==> config.mk <==
export PLATFORM = sky130hd
export DESIGN_NAME = alu_shift_unit_flat
export DESIGN_NICKNAME = d
export VERILOG_FILES = /design/src/rtl/alu_shift_unit_pkg.sv /design/src/rtl/alu_shift_unit_if.sv /design/src/rtl/alu_shift_unit_shift_step.sv /design/src/rtl/alu_shift_unit.sv /design/src/flat_wrapper.sv
export SDC_FILE = /design/constraint.sdc
export NUM_CORES = 1
export LEC_CHECK = 0
export ABC_AREA = 1
export CORE_MARGIN = 8
export CORE_UTILIZATION = 25
export CTS_BUF_LIST = sky130_fd_sc_hd__clkbuf_8 sky130_fd_sc_hd__clkbuf_16
export CTS_CLUSTER_DIAMETER = 80
export DETAILED_ROUTE_END_ITERATION = 10
export GPL_ROUTABILITY_DRIVEN = 1
export PLACE_DENSITY = 0.58
export SETUP_SLACK_MARGIN = 0.4
export SLEW_MARGIN = 20
export SYNTH_ARGS = -nofsm -noshare
export SYNTH_HDL_FRONTEND = slang
export SYNTH_SLANG_ARGS = --single-unit
==> constraint.sdc <==
create_clock -name CLK -period 1.5 [get_ports CLK]
set_input_delay 0.3 -clock CLK [delete_from_list [all_inputs] [get_ports CLK]]
set_output_delay 0.3 -clock CLK [all_outputs]
set_load 0.005 [all_outputs]
==> src/rtl/alu_shift_unit_pkg.sv <==
// Shared definitions for the multi-cycle shift/rotate unit: default width,
// ALU_FUN shift-mode encodings and FSM state encodings.
package alu_shift_unit_pkg;

   localparam int OPERAND_WIDTH_DEF = 8;

   // ALU_FUN encodings; 3'b101..3'b111 are reserved and hold the word
   typedef enum logic [2:0] {
      FUN_LSR = 3'b000,
      FUN_LSL = 3'b001,
      FUN_ASR = 3'b010,
      FUN_ROR = 3'b011,
      FUN_ROL = 3'b100
   } shift_fun_e;

   typedef enum logic {
      ST_IDLE  = 1'b0,
      ST_SHIFT = 1'b1
   } state_e;

endpackage

==> src/rtl/alu_shift_unit_if.sv <==
// Operand/control/result bundle of the shift unit. The master side (ALU
// decode) drives operands and the start request; the slave side (the unit)
// returns status and the result.
interface alu_shift_unit_if
   import alu_shift_unit_pkg::*;
#(
   parameter int OPERAND_WIDTH = OPERAND_WIDTH_DEF,
   parameter int SHAMT_WIDTH   = $clog2(OPERAND_WIDTH)
);
   logic [OPERAND_WIDTH-1:0] A;
   logic [OPERAND_WIDTH-1:0] B;
   logic                     OP_SEL;
   logic [2:0]               ALU_FUN;
   logic [SHAMT_WIDTH-1:0]   SHAMT;
   logic                     Shift_Enable;
   logic                     Busy;
   logic                     SHIFT_Flag;
   logic [OPERAND_WIDTH-1:0] SHIFT_OUT;
   logic                     Carry_Out;

   modport master (
      output A, B, OP_SEL, ALU_FUN, SHAMT, Shift_Enable,
      input  Busy, SHIFT_Flag, SHIFT_OUT, Carry_Out
   );

   modport slave (
      input  A, B, OP_SEL, ALU_FUN, SHAMT, Shift_Enable,
      output Busy, SHIFT_Flag, SHIFT_OUT, Carry_Out
   );
endinterface

==> src/rtl/alu_shift_unit_shift_step.sv <==
// One single-bit shift/rotate step. Purely combinational: returns the
// stepped word and the bit that left it. Reserved modes hold the word and
// report a zero carry.
module shift_step
   import alu_shift_unit_pkg::*;
#(
   parameter int WIDTH = OPERAND_WIDTH_DEF
) (
   input  logic [WIDTH-1:0] word_i,
   input  logic [2:0]       fun_i,
   output logic [WIDTH-1:0] word_o,
   output logic             bit_o
);

   // Select the one-step transform for the requested mode
   always_comb begin
      word_o = word_i;
      bit_o  = 1'b0;
      case (shift_fun_e'(fun_i))
         FUN_LSR: begin
            word_o = {1'b0, word_i[WIDTH-1:1]};
            bit_o  = word_i[0];
         end
         FUN_LSL: begin
            word_o = {word_i[WIDTH-2:0], 1'b0};
            bit_o  = word_i[WIDTH-1];
         end
         FUN_ASR: begin
            word_o = {word_i[WIDTH-1], word_i[WIDTH-1:1]};
            bit_o  = word_i[0];
         end
         FUN_ROR: begin
            word_o = {word_i[0], word_i[WIDTH-1:1]};
            bit_o  = word_i[0];
         end
         FUN_ROL: begin
            word_o = {word_i[WIDTH-2:0], word_i[WIDTH-1]};
            bit_o  = word_i[WIDTH-1];
         end
         default: begin
            word_o = word_i;
            bit_o  = 1'b0;
         end
      endcase
   end

endmodule

==> src/rtl/alu_shift_unit.sv <==
// Multi-cycle shift/rotate unit. A start in IDLE captures the selected
// operand, mode and count; the unit then applies one step per clock and,
// once the count reaches zero, publishes the result and last shifted-out
// bit together with a one-cycle completion flag.
module alu_shift_unit
   import alu_shift_unit_pkg::*;
#(
   parameter int OPERAND_WIDTH = OPERAND_WIDTH_DEF,
   parameter int SHAMT_WIDTH   = $clog2(OPERAND_WIDTH)
) (
   input  logic              CLK,
   input  logic              RST,
   alu_shift_unit_if.slave   bus
);

   state_e                   state_q, state_d;
   logic [OPERAND_WIDTH-1:0] work_q, work_d;
   logic [2:0]               fun_q, fun_d;
   logic [SHAMT_WIDTH-1:0]   cnt_q, cnt_d;
   logic                     carry_q, carry_d;
   logic [OPERAND_WIDTH-1:0] shift_out_q, shift_out_d;
   logic                     carry_out_q, carry_out_d;
   logic                     flag_q, flag_d;

   logic [OPERAND_WIDTH-1:0] step_word;
   logic                     step_bit;

   shift_step #(
      .WIDTH (OPERAND_WIDTH)
   ) u_step (
      .word_i (work_q),
      .fun_i  (fun_q),
      .word_o (step_word),
      .bit_o  (step_bit)
   );

   // Next-state logic: capture on start, step while the count is non-zero,
   // publish and return to IDLE when it reaches zero
   always_comb begin
      state_d     = state_q;
      work_d      = work_q;
      fun_d       = fun_q;
      cnt_d       = cnt_q;
      carry_d     = carry_q;
      shift_out_d = shift_out_q;
      carry_out_d = carry_out_q;
      flag_d      = 1'b0;
      case (state_q)
         ST_IDLE: begin
            if (bus.Shift_Enable) begin
               work_d  = bus.OP_SEL ? bus.B : bus.A;
               fun_d   = bus.ALU_FUN;
               cnt_d   = bus.SHAMT;
               carry_d = 1'b0;
               state_d = ST_SHIFT;
            end
         end
         ST_SHIFT: begin
            if (cnt_q != '0) begin
               work_d  = step_word;
               carry_d = step_bit;
               cnt_d   = cnt_q - SHAMT_WIDTH'(1);
            end else begin
               shift_out_d = work_q;
               carry_out_d = carry_q;
               flag_d      = 1'b1;
               state_d     = ST_IDLE;
            end
         end
         default: state_d = ST_IDLE;
      endcase
   end

   // State, datapath and output registers; reset drops any operation in flight
   always_ff @(posedge CLK or posedge RST) begin
      if (RST) begin
         state_q     <= ST_IDLE;
         work_q      <= '0;
         fun_q       <= '0;
         cnt_q       <= '0;
         carry_q     <= 1'b0;
         shift_out_q <= '0;
         carry_out_q <= 1'b0;
         flag_q      <= 1'b0;
      end else begin
         state_q     <= state_d;
         work_q      <= work_d;
         fun_q       <= fun_d;
         cnt_q       <= cnt_d;
         carry_q     <= carry_d;
         shift_out_q <= shift_out_d;
         carry_out_q <= carry_out_d;
         flag_q      <= flag_d;
      end
   end

   assign bus.Busy       = (state_q == ST_SHIFT);
   assign bus.SHIFT_Flag = flag_q;
   assign bus.SHIFT_OUT  = shift_out_q;
   assign bus.Carry_Out  = carry_out_q;

endmodule
==> src/flat_wrapper.sv <==
// flat-port wrapper written by rule: the top's interface ports become plain ports
module alu_shift_unit_flat import alu_shift_unit_pkg::*;
#(
   parameter int OPERAND_WIDTH = OPERAND_WIDTH_DEF,
   parameter int SHAMT_WIDTH   = $clog2(OPERAND_WIDTH)
)
  (CLK, RST, bus_A, bus_B, bus_OP_SEL, bus_ALU_FUN, bus_SHAMT, bus_Shift_Enable, bus_Busy, bus_SHIFT_Flag, bus_SHIFT_OUT, bus_Carry_Out);
  alu_shift_unit_if #(.OPERAND_WIDTH(OPERAND_WIDTH), .SHAMT_WIDTH(SHAMT_WIDTH)) bus_i ();
  input  logic CLK;
  input  logic RST;
  input wire logic [$bits(bus_i.A)-1:0] bus_A;
  input wire logic [$bits(bus_i.B)-1:0] bus_B;
  input wire logic [$bits(bus_i.OP_SEL)-1:0] bus_OP_SEL;
  input wire logic [$bits(bus_i.ALU_FUN)-1:0] bus_ALU_FUN;
  input wire logic [$bits(bus_i.SHAMT)-1:0] bus_SHAMT;
  input wire logic [$bits(bus_i.Shift_Enable)-1:0] bus_Shift_Enable;
  output wire logic [$bits(bus_i.Busy)-1:0] bus_Busy;
  output wire logic [$bits(bus_i.SHIFT_Flag)-1:0] bus_SHIFT_Flag;
  output wire logic [$bits(bus_i.SHIFT_OUT)-1:0] bus_SHIFT_OUT;
  output wire logic [$bits(bus_i.Carry_Out)-1:0] bus_Carry_Out;
  assign bus_i.A = bus_A;
  assign bus_i.B = bus_B;
  assign bus_i.OP_SEL = bus_OP_SEL;
  assign bus_i.ALU_FUN = bus_ALU_FUN;
  assign bus_i.SHAMT = bus_SHAMT;
  assign bus_i.Shift_Enable = bus_Shift_Enable;
  assign bus_Busy = bus_i.Busy;
  assign bus_SHIFT_Flag = bus_i.SHIFT_Flag;
  assign bus_SHIFT_OUT = bus_i.SHIFT_OUT;
  assign bus_Carry_Out = bus_i.Carry_Out;
  alu_shift_unit #(.OPERAND_WIDTH(OPERAND_WIDTH), .SHAMT_WIDTH(SHAMT_WIDTH)) u_core (.CLK(CLK), .RST(RST), .bus(bus_i));
endmodule
==> metrics.txt <==
GRT Util Overall 9.80%; Port Buffers 36; mean post-synth cell area 7.70 um2; Yosys reg bits 26; sw frac 44.8%; clock slew at reported path FFs 80 ps; pwr dens 2170 mW/mm2; Post-Layout Inst Area 0.00233 mm2; final critical-path share of the clock period 83.4%; GPL Wtd Cong 0.765; antenna diode instance count 0; Initial Util 25.7%; post-DP HPWL 2700 um; commonest non-fill, non-tap cell in the layout nand2_1; Period minus WS final 1250 ps; CP Launch Type flip-flop; # DRC 0; total CTS buffers 3; Initial DRT Pass Iterations 4; Net Sw Power 0.00227 W; max-slew violation count 0; Bufs on Longest Clock Path 2; worst slack at placement 15.4 ps; P&R area growth vs syn 65.2%; Synth async-reset ratio 100%; CP Capture Type flip-flop; core outline area 0.00547 mm2; outcome finished, final reports clean; H-tree levels 1; hold crit path type primary input to asynchronous set/reset pin; M1 WL 2090 um; # rows 27; via/cell ratio 4.40; Die X 91.1 um; worst setup margin 249 ps; initial DRC count 106; Int Power 0.00279 W; combinational power share 66.0%; Least-Margin Pin Slew 332 ps; fraction of layout instances using a drive strength above 1 35.3%; CTS tree yes; Sequential Power Share 26.4%; worst skew pair latency 260 ps; Clock power frac 7.5%; Root Buffer clkbuf_8; RSZ-0062 raised after global routing yes; Routed WL 4240 um; first-pass GRT wire length 6820 um; Antenna Nets Post-Route 0; Pleak 1.08 nW; setup_tns 0 ps; Synth Net Count 211; clk_skew 0.846 ps; CP Class flip-flop to flip-flop; most frequent cells in the layout 29 x nand2_1, 25 x clkdlybuf4s50_1, 22 x dfrtp_1, 21 x nor2_1; met2 wire length 1910 um; sequential share of the synthesized area 46.2%; Avg WL per Cell 13.2 um; main flop type after synthesis dfrtp_1; Peak VDD IR 0.000640 V; Req. time, crit path 1660 ps; Syn. warnings 0; worst rel slew slack 77.9%; chip height 91.1 um; Cell variety after synth 21; io pins 37; Hold-fix buffers, CTS 0; Final setup viols 0; number of global-route vias before repair 1,416; largest net degree at the start of global routing 27; fill count 559; Post-DP Area 0.00191 mm2; highest routed layer met4; Max Cap Violations 0; CP max FO 6; gr ovfl total 0; die area 0.00829 mm2; vias post-DR 1,411; Total Nets Final 279; Max Clk Rate 800 MHz; Post-synth EDFFs 0; CTS sink cnt 26; final hold vios 0; initial antenna violation count 0; WP data arrival 1410 ps; Hold WS 392 ps; Post-Syn Area 0.00141 mm2; met3 WL post-DR 198 um; Mapped Cells 183
[power groups by stage]
stage / Clock (W) / Sequential, W / Combinational (W)
final: 0.000381 / 0.00134 / 0.00334
after global routing: 0.000408 / 0.00138 / 0.00372
after CTS: 0.000400 / 0.00130 / 0.00295
after detailed placement: 0 / 0.00133 / 0.00220
after global placement: 0 / 0.00133 / 0.00216
after floorplan: 0 / 0.00128 / 0.00155
[sequential cells by signal (all words and copies together), names as in the netlist]
signal / cells
u_core.bus.SHIFT_OUT: 8
u_core.work_q: 8
u_core.cnt_q: 3
u_core.fun_q: 3
u_core.bus.Busy: 1
u_core.bus.Carry_Out: 1
u_core.bus.SHIFT_Flag: 1
u_core.carry_q: 1
[stage by stage]
stage	power, W	util, %	instances
6_report	0.00506	42.5	321
3_5_place_dp	0.00353	34.9	293
5_1_grt	0.00550	42.5	321
4_1_cts	0.00466	39.9	315
3_3_place_gp	0.00349	34.9	293
2_1_floorplan	0.00283	-	183
[critical path: stages, from the launching register on]
cell and delay [ps]:
dfrtp_1 390, inv_2 80, ha_4 160, nand2_4 70, nand2_8 80, nand2_8 80, nand2_8 90, inv_8 50
nor2_2 100, a21oi_2 40
[cell usage after synthesis (2+ instances only)]
| library cell | instances | area share (%) |
|---|---|---|
| nand2_1 | 33 | 8.8 |
| nor2_1 | 32 | 8.5 |
| dfrtp_1 | 26 | 46 |
| nand3_1 | 20 | 7.1 |
| o21ai_0 | 18 | 6.4 |
| inv_1 | 17 | 4.5 |
| a21oi_1 | 11 | 3.9 |
| nand2_4 | 4 | 3.2 |
| inv_2 | 3 | 0.80 |
| o21ai_1 | 3 | 1.1 |
| a21oi_2 | 2 | 1.2 |
| buf_4 | 2 | 1.1 |
| ha_1 | 2 | 1.8 |
| nand3_2 | 2 | 1.4 |
| nand4_1 | 2 | 0.89 |
[area by class of cell]
class                      instances  area, um2  share of cell area [%]
timing repair buffer              64        586                    25.2
multi-input combinational        136        865                    37.2
clock buffer                       3       41.3                    1.77
sequential                        26        656                    28.2
tap                               72       90.1                    3.87
inverter                          20       90.1                    3.87
[repair_timing]
item                       CTS  global route
cloned                       3             1
setup endpoints to repair   33            35
hold endpoints to repair     0             0
setup buffers               16             5
pin swaps                   12            12
gates resized for setup     74            30
[layer usage]
layer  global-route usage (%)  vias to the layer above
li1                         -                      741
met1                     12.8                      627
met2                     15.2                       41
met3                     2.72                        2
met4                     3.00                        0
met5                        0                        -
[cells by family after synthesis]
family                     Yosys count  synth area share [%]
adders and majority gates            2                  1.78
buffers and inverters               24                  7.46
AOI/OAI and AO/OA                   36                  13.6
xor gates and xnor gates             1                 0.622
and+or+nand+nor                     94                  30.4
DFF                                 26                  46.2
[worst paths after layout]
kind                                         endpoint  cells past startpoint             from  slack, ps
max in group asynchronous             u_core.bus.Busy                      3              RST        840
min in group CLK                 u_core.bus.Carry_Out                      2   u_core.carry_q        480
worst min register to register   u_core.bus.Carry_Out                      2   u_core.carry_q        480
worst max-delay path                 u_core.work_q[2]                      9  u_core.cnt_q[0]        250
worst min-delay path            u_core.bus.SHIFT_Flag                      3              RST        390
worst max register to register       u_core.work_q[2]                      9  u_core.cnt_q[0]        250
No activity file was read; power rests on OpenSTA's default activity.
